$ cat config.mk
export PLATFORM = sky130hd
export DESIGN_NAME = rocc_txn_tracker
export DESIGN_NICKNAME = d
export VERILOG_FILES = /design/src/rtl/rocc_txn_tracker.sv
export SDC_FILE = /design/constraint.sdc
export NUM_CORES = 1
export LEC_CHECK = 0
export BUFFER_PORTS_ARGS = -buffer_cell sky130_fd_sc_hd__buf_2
export CAP_MARGIN = 20
export CORE_MARGIN = 2
export CORE_UTILIZATION = 42
export DETAILED_ROUTE_END_ITERATION = 10
export HOLD_SLACK_MARGIN = 0.12
export PLACE_DENSITY = 0.69
export SLEW_MARGIN = 20
export SYNTH_ARGS = -nofsm -noshare
export SYNTH_HDL_FRONTEND = slang
export SYNTH_SLANG_ARGS = --single-unit
$ cat constraint.sdc
create_clock -name clk_i -period 3 [get_ports clk_i]
set_input_delay 0.9 -clock clk_i [delete_from_list [all_inputs] [get_ports clk_i]]
set_output_delay 0.9 -clock clk_i [all_outputs]
set_load 0.03 [all_outputs]
$ cat src/rtl/rocc_txn_tracker.sv
// rtl/rocc_txn_tracker.sv - in-order RoCC command tracker with flush kill and response watchdog
module rocc_txn_tracker #(
    parameter int          DEPTH          = 4,
    parameter int          TIMEOUT_CYCLES = 1024,
    parameter logic [63:0] EXC_CAUSE      = 64'd2,
    parameter int          TRANS_ID_BITS  = 4
) (
    input  logic                       clk_i,
    input  logic                       rst_ni,
    input  logic                       flush_i,
    input  logic                       cmd_valid_i,
    output logic                       cmd_ready_o,
    input  logic [TRANS_ID_BITS-1:0]   cmd_trans_id_i,
    output logic                       acc_cmd_valid_o,
    input  logic                       acc_cmd_ready_i,
    input  logic                       acc_resp_valid_i,
    output logic                       acc_resp_ready_o,
    input  logic [63:0]                acc_resp_data_i,
    output logic                       wb_valid_o,
    output logic [TRANS_ID_BITS-1:0]   wb_trans_id_o,
    output logic [63:0]                wb_result_o,
    output logic                       wb_exc_valid_o,
    output logic [63:0]                wb_exc_cause_o,
    output logic [$clog2(DEPTH+1)-1:0] outstanding_o,
    output logic                       spurious_o,
    output logic                       error_o
);
    localparam int PW = (DEPTH > 1) ? $clog2(DEPTH) : 1;
    localparam int CW = $clog2(DEPTH + 1);
    localparam int WW = $clog2(TIMEOUT_CYCLES + 2);
    localparam logic [CW-1:0] FULL_CNT = CW'(DEPTH);
    localparam logic [WW-1:0] WAIT_LIM = WW'(TIMEOUT_CYCLES);
    localparam logic [WW-1:0] WAIT_MAX = '1;

    typedef enum logic {ST_RUN, ST_ERROR} state_e;

    state_e                   state_q, state_d;
    logic [TRANS_ID_BITS-1:0] id_q [DEPTH];
    logic [DEPTH-1:0]         kill_q, kill_d;
    logic [PW-1:0]            wr_ptr_q, wr_ptr_d, rd_ptr_q, rd_ptr_d;
    logic [CW-1:0]            count_q, count_d;
    logic [WW-1:0]            wait_q, wait_d;

    logic                     wb_valid_q, wb_valid_d;
    logic [TRANS_ID_BITS-1:0] wb_id_q, wb_id_d;
    logic [63:0]              wb_result_q, wb_result_d;
    logic                     wb_exc_q, wb_exc_d;
    logic [63:0]              wb_cause_q, wb_cause_d;
    logic                     spurious_q, spurious_d;

    logic running, empty, full, push, resp_pop, timeout, pop, head_kill;

    assign running   = (state_q == ST_RUN);
    assign empty     = (count_q == '0);
    assign full      = (count_q == FULL_CNT);
    assign head_kill = kill_q[rd_ptr_q] | flush_i;

    assign acc_cmd_valid_o  = running & cmd_valid_i & ~full & ~flush_i;
    assign cmd_ready_o      = running & acc_cmd_ready_i & ~full & ~flush_i;
    assign acc_resp_ready_o = 1'b1;

    assign push     = cmd_valid_i & cmd_ready_o;
    assign resp_pop = running & acc_resp_valid_i & ~empty;
    // A response in the same cycle always beats the watchdog.
    assign timeout  = running & (TIMEOUT_CYCLES != 0) & ~empty & (wait_q == WAIT_LIM) & ~acc_resp_valid_i;
    assign pop      = resp_pop | timeout;

    always_comb begin
        state_d     = state_q;
        kill_d      = kill_q;
        wr_ptr_d    = wr_ptr_q;
        rd_ptr_d    = rd_ptr_q;
        count_d     = count_q;
        wait_d      = wait_q;
        wb_valid_d  = 1'b0;
        wb_id_d     = wb_id_q;
        wb_result_d = wb_result_q;
        wb_exc_d    = 1'b0;
        wb_cause_d  = wb_cause_q;
        spurious_d  = 1'b0;

        if (!running) begin
            if (flush_i) begin
                state_d  = ST_RUN;
                kill_d   = '0;
                wr_ptr_d = '0;
                rd_ptr_d = '0;
                count_d  = '0;
                wait_d   = '0;
            end
        end else begin
            // Killed entries stay queued: their responses still have to be drained.
            if (flush_i) kill_d = '1;
            if (push) begin
                kill_d[wr_ptr_q] = 1'b0;
                wr_ptr_d         = wr_ptr_q + PW'(1);
            end
            if (pop) rd_ptr_d = rd_ptr_q + PW'(1);
            count_d = count_q + CW'(push) - CW'(pop);

            if (resp_pop && !head_kill) begin
                wb_valid_d  = 1'b1;
                wb_id_d     = id_q[rd_ptr_q];
                wb_result_d = acc_resp_data_i;
                wb_cause_d  = '0;
            end
            if (timeout) begin
                state_d = ST_ERROR;
                if (!head_kill) begin
                    wb_valid_d  = 1'b1;
                    wb_id_d     = id_q[rd_ptr_q];
                    wb_result_d = '0;
                    wb_exc_d    = 1'b1;
                    wb_cause_d  = EXC_CAUSE;
                end
            end
            if (acc_resp_valid_i && empty) spurious_d = 1'b1;

            if (pop || empty)          wait_d = '0;
            else if (wait_q != WAIT_MAX) wait_d = wait_q + WW'(1);
        end
    end

    always_ff @(posedge clk_i or negedge rst_ni) begin
        if (!rst_ni) begin
            state_q     <= ST_RUN;
            kill_q      <= '0;
            wr_ptr_q    <= '0;
            rd_ptr_q    <= '0;
            count_q     <= '0;
            wait_q      <= '0;
            wb_valid_q  <= 1'b0;
            wb_id_q     <= '0;
            wb_result_q <= '0;
            wb_exc_q    <= 1'b0;
            wb_cause_q  <= '0;
            spurious_q  <= 1'b0;
            for (int i = 0; i < DEPTH; i++) id_q[i] <= '0;
        end else begin
            state_q     <= state_d;
            kill_q      <= kill_d;
            wr_ptr_q    <= wr_ptr_d;
            rd_ptr_q    <= rd_ptr_d;
            count_q     <= count_d;
            wait_q      <= wait_d;
            wb_valid_q  <= wb_valid_d;
            wb_id_q     <= wb_id_d;
            wb_result_q <= wb_result_d;
            wb_exc_q    <= wb_exc_d;
            wb_cause_q  <= wb_cause_d;
            spurious_q  <= spurious_d;
            if (push) id_q[wr_ptr_q] <= cmd_trans_id_i;
        end
    end

    assign wb_valid_o     = wb_valid_q;
    assign wb_trans_id_o  = wb_id_q;
    assign wb_result_o    = wb_result_q;
    assign wb_exc_valid_o = wb_exc_q;
    assign wb_exc_cause_o = wb_cause_q;
    assign outstanding_o  = count_q;
    assign spurious_o     = spurious_q;
    assign error_o        = (state_q == ST_ERROR);

endmodule

* After elaboration in Yosys (flattened, before gate mapping)
Index checks and enable logic that the tools add are counted.
** Word-level totals
- Bits in registers :: 174
- Input port bits :: 74
- Output and inout port bits :: 142
- Logic and storage cells :: 114
** Cells by class
- Add/subtract/negate cells :: 5
- $lt $le $gt $ge :: 6
- Eq/ne operators :: 4
- Multiplexer cells :: 47
- Bitwise gates (word level) :: 23
- Reductions and logical operators :: 13
** Operators with widths (count)
- 2-to-1 mux 64 bit :: 6
- 2-to-1 mux 11 bit :: 4
- 2-to-1 mux 4 bit :: 11
- bitwise mux 16 bit :: 1
- 2-to-1 mux 1 bit :: 14
- AND 1 bit :: 12
- adder 11 x 1 -> 11 bit, second input constant :: 1
- == test 11 bit, second input constant :: 1
- != test 11 bit, second input constant :: 1
- 2-to-1 mux 2 bit :: 5
- binary-select mux 4 bit (select 2 bit) :: 1
- demux 4 bit (select 2 bit) :: 1
- greater-or-equal comparator 3 bit, second input constant :: 2
- less-than comparator 2 x 3 -> 1 bit, second input constant :: 2
- 2-to-1 mux 3 bit :: 2
- inverter 2 -> 3 bit :: 2
- AND reduction 2 bit :: 3
- inverter 1 bit :: 5
- adder 2 x 1 -> 2 bit, second input constant :: 2
- AND 4 bit :: 1
- logical AND 1 bit :: 4
- inverter 4 bit :: 1
- nonzero test 2 bit :: 2
- adder 3 x 1 -> 3 bit :: 1
- 12 further kinds :: 13

* Longest topological paths before layout
Gate-level depths: netlist (run 1).
- Depth after elaboration :: 9
- Gate-level depth with buffers :: 14
- Mapped depth without buffers :: 13

* Worst setup path before layout (run 1)
No wires, ideal clock.
- Path type :: input to register
- Start :: in acc_resp_valid_i
- End :: reg count_q[2] (netlist: outstanding_o[2])
- Library setup time :: 83 ps
- Arrival :: 2991 ps
- Data required time :: 2917 ps
- Path slack :: -74 ps
- Stages :: 12
- Path buffers :: 1
- Cell sequence :: nor4_1 -> a41oi_1 -> clkbuf_1 -> nor2_1 -> ha_1 -> inv_1 -> ha_1 -> inv_1 -> fa_1 -> xor2_1 -> xnor2_1 -> o21ai_0
** Between the ends
- Cells in the longest elaborated chain, start to end :: 5
- Elaborated cells between the ends (all ways) :: 7
- Classes of those cells :: add/sub (1); mux (1); bitwise (5)
** Ends and longest elaborated chain
- from (decl) :: line 16 : input logic acc_resp_valid_i,
- AND 1 bit / inverter 1 bit (equally long branches) :: line 63, 65
- AND 1 bit (on tied branches) :: line 63, 65
- OR 1 bit (*) :: line 66 : assign pop = resp_pop | timeout;
- subtractor 3 x 1 -> 3 bit (*) :: line 99 : count_d = count_q + CW'(push) - CW'(pop);
- 2-to-1 mux 3 bit (*) :: line 82 : if (!running) begin
- to (signal assigned) :: line 144 : count_q <= count_d;
- to (decl) :: line 41 : logic [CW-1:0] count_q, count_d;
Mark *: on every way between the ends. The rest lies on a longest branch, timed or not.
A chain may end at the register's enable or synchronous reset.

* Final worst setup path (run 1)
- Start :: reg wait_q[0]
- End :: reg count_q[2] (netlist: outstanding_o[2])
** Between the ends
- Cells in the longest elaborated chain, start to end :: 6
** Ends and longest elaborated chain
- from (decl) :: line 42 : logic [WW-1:0] wait_q, wait_d;
- from (signal assigned) :: line 145 : wait_q <= wait_d;
- == test 11 bit :: line 65 : assign timeout = running & (TIMEOUT_CYCLES != 0) & ~empty & (wait_q == WAIT_LIM) & ~acc_resp_valid_i;
- AND 1 bit (2 in a row) :: line 65
- OR 1 bit :: line 66
- subtractor 3 x 1 -> 3 bit :: line 99
- 2-to-1 mux 3 bit :: line 82
Every way passes these cells.

==> flow_metrics.env, run 1 <==
export IMPL_vias=4665
export IMPL_synth_nets=565
export IMPL_critPathLaunchType="flip-flop"
export IMPL_portBuffers=214
export IMPL_clock_latency_ns=0.43
export IMPL_crit_required_ns=3.31
export IMPL_grt_util_all_layers_pct=18.1
export IMPL_ff2ff_setup_slack_ns=0.26
export IMPL_overflow=0
export IMPL_tns_ns=0
export IMPL_syn_inst=482
export IMPL_syn_avg_cell_area_sq_um=13.8
export IMPL_min_path_type="in2async"
export IMPL_htree_levels=4
export IMPL_gp_congestion=0.818
export IMPL_numCtsBuffers=17
export IMPL_drc_errors=0
export IMPL_utilization_pct=56.0
export IMPL_wirelength_met1_mm=6.91
export IMPL_die_area_sq_um=16800
export IMPL_postCtsHoldBufs=0
export IMPL_grt_pass1_vias=4603
export IMPL_routedWlPerCell_um=16.4
export IMPL_clockBufferDepth=2
export IMPL_routed_wl_mm=15.3
export IMPL_yosysUniqueCellTypes=45
export IMPL_synthArstFlopShare_pct=100
export IMPL_ir_drop_v=0.000451
export IMPL_placedInstanceArea_sq_um=7960
export IMPL_p_per_area_nw_per_um2=954
export IMPL_synth_cell_area_sq_um=6640
export IMPL_slew_headroom_pct=60.3
export IMPL_yosysMostFrequentCell="dfrtp_1"
export IMPL_num_io_pins=216
export IMPL_critPathKind="reg2reg"
export IMPL_cp_end_kind="flip-flop"
export IMPL_clk_pin_slew_ns=0.07
export IMPL_area_growth_pct=29.1
export IMPL_crit_path_max_fanout=5
export IMPL_maxSlewViolCount=0
export IMPL_cts_sinks=174
export IMPL_top_layer="met4"
export IMPL_rsz0062_at_grt="false"
export IMPL_fin_crit_ns=2.74
export IMPL_r2r_end="outstanding_o[2]"
export IMPL_ff2ff_path_depth=14
export IMPL_std_cell_rows=45
export IMPL_synth_seq_cells=174
export IMPL_drive_above_1_share_pct=41.9
export IMPL_die_h_um=130
export IMPL_viasPerCell=5.01
export IMPL_fmax_ghz=0.365
export IMPL_dr_pass1_iters=4
export IMPL_fin_nets=790
export IMPL_ys_warn_count=0
export IMPL_cts_root_buf="clkbuf_16"
export IMPL_r2r_start="wait_q[0]"
export IMPL_grt_pass1_wl_mm=23.6
export IMPL_initial_core_util_pct=43.4
export IMPL_coreArea_sq_um=15300
export IMPL_finish_instance_area_sq_um=8570
export IMPL_met3_length_mm=1.04
export IMPL_dr_wl_met2_mm=7.16
export IMPL_power_leakage_nw=4.53
export IMPL_finalCritPeriodShare_pct=91.4
export IMPL_critical_path_arrival_ns=3.05
export IMPL_dp_hpwl_mm=10.7
export IMPL_fp_dieW_um=130
export IMPL_maxCapViolations=0
export IMPL_yosysTopAreaCellShare_pct=65.6
export IMPL_ys_flop_type="dfrtp_1"
export IMPL_grt_max_degree=65
export IMPL_tightest_slew_ns=0.595
export IMPL_diodes=0
export IMPL_yosysSeqAreaShare_pct=65.6
export IMPL_synthTopCellsByArea="dfrtp_1 (66%), a22o_1 (8.4%), and2_1 (6.0%)"
export IMPL_status="complete, no violations"
export IMPL_drtIter0Drc=334
export IMPL_antenna_found_initial=0
export IMPL_tritoncts="yes"
export IMPL_final_setup_viol_count=0
export IMPL_ant_nets=0
export IMPL_finalPower_w=0.00818
export IMPL_yosysTopAreaCell="dfrtp_1"
export IMPL_skew_ns=0.00715
export IMPL_hold_violations=0
export IMPL_synth_edf_count=0
export IMPL_synthTopCellsByCount="dfrtp_1 (174), a22o_1 (64), and2_1 (64)"
export IMPL_whs_ns=0.464
-- worst max-delay path, stage by stage, from the launching register on --
cell and delay, ns:
dfrtp_2 0.43, inv_1 0.07, ha_1 0.16, nor4b_4 0.20
buf_4 0.15, a41oi_1 0.13, nor2_1 0.20, ha_1 0.26
inv_1 0.05, ha_1 0.13, inv_1 0.04, fa_1 0.39
xor2_2 0.17, xnor2_1 0.14, o21ai_1 0.07
-- cell usage in the layout, fill, tap and decap left out, types with 7 or more instances in the layout --
cell type / count
o21ai_0: 7
inv_1: 10
mux2_2: 20
a22o_1: 64
buf_2: 213
dfrtp_1: 173
buf_4: 19
nor2_1: 7
nand2_1: 20
clkbuf_16: 17
and2_1: 63
a21oi_1: 8
ha_1: 8
-- timing repair --
item                                    4_1_cts  5_1_grt
endpoints found under the setup margin        0        1
buffers inserted                              0        3
gates resized for setup                       0        5
-- layer usage --
layer  global-route usage, %  vias to the layer above
li1                        -                     2173
met1                    24.0                     2306
met2                    28.9                      167
met3                    5.41                       19
met4                    5.69                        0
met5                       0                        -
-- sequential cells by signal (all words and copies together), names as in the netlist --
name            count
wb_exc_cause_o     64
wb_trans_id_o       4
error_o             1
outstanding_o       3
wr_ptr_q            2
spurious_o          1
wb_result_o        64
rd_ptr_q            2
wb_valid_o          1
wb_exc_valid_o      1
id_q               16
kill_q              4
wait_q             11
-- cell type report --
cell class | count | area (sq um)
clock buffer | 17 | 425
clock inverter | 15 | 143
fill | 1278 | 6740
inverter | 11 | 41.3
multi-input combinational | 268 | 2090
sequential | 174 | 4360
tap | 211 | 264
timing repair buffer | 235 | 1260
-- per-stage QoR --
step,setup WS [ns],instances
final,0.258,931
after global routing,0.0253,931
after CTS,0.0829,928
after detailed placement,-0.106,896
after global placement,-0.000141,896
after floorplan,0.00989,482
-- power by group --
group	internal (W)	switching, W
sequential	0.00293	0.000363
combinational	0.00109	0.00169
clock	0.00110	0.00100
-- cells by family after synthesis --
family / after synthesis / share of synthesized area (%)
adders and majority gates: 9 / 1.81
buffers and inverters: 40 / 3.60
AOI/OAI and AO/OA: 100 / 11.8
xor gates and xnor gates: 2 / 0.264
and+or+nand+nor: 128 / 11.4
other: 1 / 0.0565
muxes: 28 / 5.54
DFF: 174 / 65.6
-- worst max path at each step --
stage,startpoint,endpoint,slack [ns]
finish,wait_q[0],outstanding_o[2],0.26
CTS,wait_q[0],outstanding_o[2],0.08
global route,wait_q[0],outstanding_o[2],0.03
global placement,acc_resp_valid_i,outstanding_o[2],-0.0001
floorplan,acc_resp_valid_i,outstanding_o[2],0.01
detailed placement,acc_resp_valid_i,outstanding_o[2],-0.11
Note: power is estimated with default switching activity, not from simulation.
==> run 2, diff against run 1 <==
--- a/config.mk
+++ b/config.mk
@@ -5,13 +5,14 @@
 export SDC_FILE = /design/constraint.sdc
 export NUM_CORES = 1
 export LEC_CHECK = 0
+export ABC_AREA = 1
 export BUFFER_PORTS_ARGS = -buffer_cell sky130_fd_sc_hd__buf_2
 export CAP_MARGIN = 20
-export CORE_MARGIN = 2
 export CORE_UTILIZATION = 42
 export DETAILED_ROUTE_END_ITERATION = 10
 export HOLD_SLACK_MARGIN = 0.12
-export PLACE_DENSITY = 0.69
+export PLACE_DENSITY = 0.68
+export REMOVE_ABC_BUFFERS = 1
 export SLEW_MARGIN = 20
 export SYNTH_ARGS = -nofsm -noshare
 export SYNTH_HDL_FRONTEND = slang
==> run 2 against run 1 <==
  * Core utilization down 2.4 points
  * Non-clock buffer count down 8
  * Area after synthesis up 16%
  * Sequential power up 18%
  * Clock-buffer cell count up 1
  * Global-route usage up 0.84 points
  * Sequential share of layout area down 5.4 points
  * Total power up 33%
  * Hold slack better by 0.020 ns
  * Final cell count up 46%
  * Fmax up 8.7%
  * Sequential cell count unchanged
==> flow_metrics.env, run 2 <==
export IMPL_rsz0062_at_grt="false"
export IMPL_synth_edf_count=0
export IMPL_ctsResizeCount=0
export IMPL_num_io_pins=216
export IMPL_htree_levels=4
export IMPL_tritoncts="yes"
export IMPL_vias=6137
export IMPL_crit_path_max_fanout=7
export IMPL_drive_above_1_share_pct=24.3
export IMPL_area_growth_pct=25.0
export IMPL_critPathLaunchType="flip-flop"
export IMPL_syn_avg_cell_area_sq_um=8.48
export IMPL_dr_pass1_iters=4
export IMPL_yosysTopAreaCellShare_pct=56.8
export IMPL_grt_max_degree=98
export IMPL_finalCritPeriodShare_pct=84.0
export IMPL_ys_flop_type="dfrtp_1"
export IMPL_routed_wl_mm=17.2
export IMPL_drc_errors=0
export IMPL_clk_pin_slew_ns=0.07
export IMPL_coreArea_sq_um=17900
export IMPL_portBuffers=214
export IMPL_cts_setup_buffers=0
export IMPL_crit_path_cell_trace="inv_1 -> nand2_1 -> nor3_2 -> buf_2"
export IMPL_fin_crit_ns=2.52
export IMPL_drtIter0Drc=364
export IMPL_critical_path_arrival_ns=1.62
export IMPL_die_area_sq_um=18800
export IMPL_grt_util_all_layers_pct=18.9
export IMPL_startpoint="error_o"
export IMPL_routedWlPerCell_um=12.7
export IMPL_critPathMaxStageDelay_ns=0.46
export IMPL_grt_pass1_wl_mm=27.8
export IMPL_p_per_area_nw_per_um2=1130
export IMPL_status="complete, no violations"
export IMPL_viasPerCell=4.52
export IMPL_ff2ff_path_depth=13
export IMPL_antenna_found_initial=0
export IMPL_fmax_ghz=0.397
export IMPL_min_to="id_q[5]"
export IMPL_clock_latency_ns=0.42
export IMPL_r2r_start="wait_q[0]"
export IMPL_overflow=0
export IMPL_layout_commonest_cell="inv_1"
export IMPL_tightest_slew_ns=0.641
export IMPL_synthArstFlopShare_pct=100
export IMPL_critPathSlowestCell="dfrtp_1"
export IMPL_syn_inst=905
export IMPL_tns_ns=0
export IMPL_synthTopCellsByArea="dfrtp_1 (57%), inv_1 (11%), o21ai_0 (9.2%)"
export IMPL_placedInstanceArea_sq_um=8990
export IMPL_initial_core_util_pct=42.9
export IMPL_min_from="id_q[5]"
export IMPL_diodes=0
export IMPL_yosysMostFrequentCell="inv_1"
export IMPL_min_path_type="reg2reg"
export IMPL_cts_sinks=174
export IMPL_hold_violations=0
export IMPL_crit_required_ns=2.10
export IMPL_fp_dieW_um=137
export IMPL_maxSlewViolCount=0
export IMPL_maxCapViolations=0
export IMPL_synthTopCellsByCount="inv_1 (231), dfrtp_1 (174), o21ai_0 (141)"
export IMPL_yosysUniqueCellTypes=35
export IMPL_cp_end_kind="output pin"
export IMPL_final_setup_viol_count=0
export IMPL_ir_drop_v=0.000613
export IMPL_grt_pass1_vias=5732
export IMPL_slew_headroom_pct=57.3
export IMPL_critPathKind="reg2out"
export IMPL_layout_common_cells="inv_1 (231), buf_2 (213), dfrtp_1 (174)"
export IMPL_whs_path_depth=2
export IMPL_std_cell_rows=49
export IMPL_skew_ns=0.0134
export IMPL_dp_hpwl_mm=11.9
export IMPL_synth_cell_area_sq_um=7670
export IMPL_die_h_um=137
export IMPL_ys_warn_count=0
export IMPL_yosysTopAreaCell="dfrtp_1"
export IMPL_ant_nets=0
export IMPL_postCtsHoldBufs=0
export IMPL_yosysSeqAreaShare_pct=56.8
export IMPL_r2r_end="outstanding_o[2]"
export IMPL_clockBufferDepth=2
export IMPL_ff2ff_setup_slack_ns=0.59
export IMPL_finish_instance_area_sq_um=9590
export IMPL_numCtsBuffers=17
export IMPL_synth_seq_cells=174
export IMPL_cts_root_buf="clkbuf_16"
export IMPL_power_leakage_nw=5.65
export IMPL_fin_nets=1198
export IMPL_gp_congestion=0.844
run 2: cell count changes after synthesis, sizes merged, moves of 6 or more:
cell,change
o21ai,+150
inv,+221
a21oi,-6
nor2,+91
nand3,+21
and2,-64
a22o,-63
nand2b,-7
mux2,-20
nand2,+122
clkbuf,+8
run 2: power by group:
part / internal [W] / total (W) / switching (W)
Clock: 0.00115 / 0.00218 / 0.00103
Sequential: 0.00335 / 0.00391 / 0.000566
Combinational: 0.00142 / 0.00479 / 0.00337
run 2: worst max-delay path: cells and delay by family (launching register included):
family / cells / cell delay, ns
buf+inv: 2 / 0.43
flops: 1 / 0.46
simple gates: 2 / 0.31
run 2: kinds of logic after synthesis:
logic type / Yosys count / synth area share [%]
XOR/XNOR: 5 / 0.571
flip-flops: 174 / 56.8
buffers and inverters: 269 / 14.3
adder cells (fa/ha/maj): 9 / 1.57
AND/OR/NAND/NOR: 275 / 15.1
AO/OA/AOI/OAI: 172 / 11.7
other: 1 / 0.0489
run 2: layout make-up:
type                            count  area [sq um]
Clock buffer                       18           439
Clock inverter                     14           164
Fill cell                        1681          8310
Inverter                          233           876
Multi-Input combinational cell    462          2220
Sequential cell                   174          4350
Tap cell                          229           287
Timing Repair Buffer              227          1250
run 2: worst max path at each step:
stage | to | slack (ns)
after floorplan | outstanding_o[2] | -0.07
after global placement | outstanding_o[2] | 0.24
after detailed placement | outstanding_o[2] | 0.20
after CTS | acc_cmd_valid_o | 0.44
after global routing | acc_cmd_valid_o | 0.36
final | acc_cmd_valid_o | 0.48
run 2: layer usage:
metal | GRT usage [%] | vias up | part of all wire (%)
li1 | - | 3131 | -
met1 | 24.2 | 2844 | 45
met2 | 32.1 | 144 | 49
met3 | 3.48 | 18 | 4.1
met4 | 6.41 | 0 | 1.6
met5 | 0 | - | 0
run 2: through the flow:
| stage | setup slack [ns] | std cells | power, W | utilization, % | hold WS [ns] |
|---|---|---|---|---|---|
| 6_report | 0.479 | 1357 | 0.0109 | 53.6 | 0.484 |
| 3_3_place_gp | 0.236 | 1325 | 0.00867 | 50.2 | 0.463 |
| 4_1_cts | 0.439 | 1357 | 0.0110 | 53.6 | 0.487 |
| 2_1_floorplan | -0.0661 | 869 | 0.00721 | - | 0.448 |
| 3_5_place_dp | 0.197 | 1325 | 0.00879 | 50.2 | 0.469 |
| 5_1_grt | 0.356 | 1357 | 0.0117 | 53.6 | 0.506 |
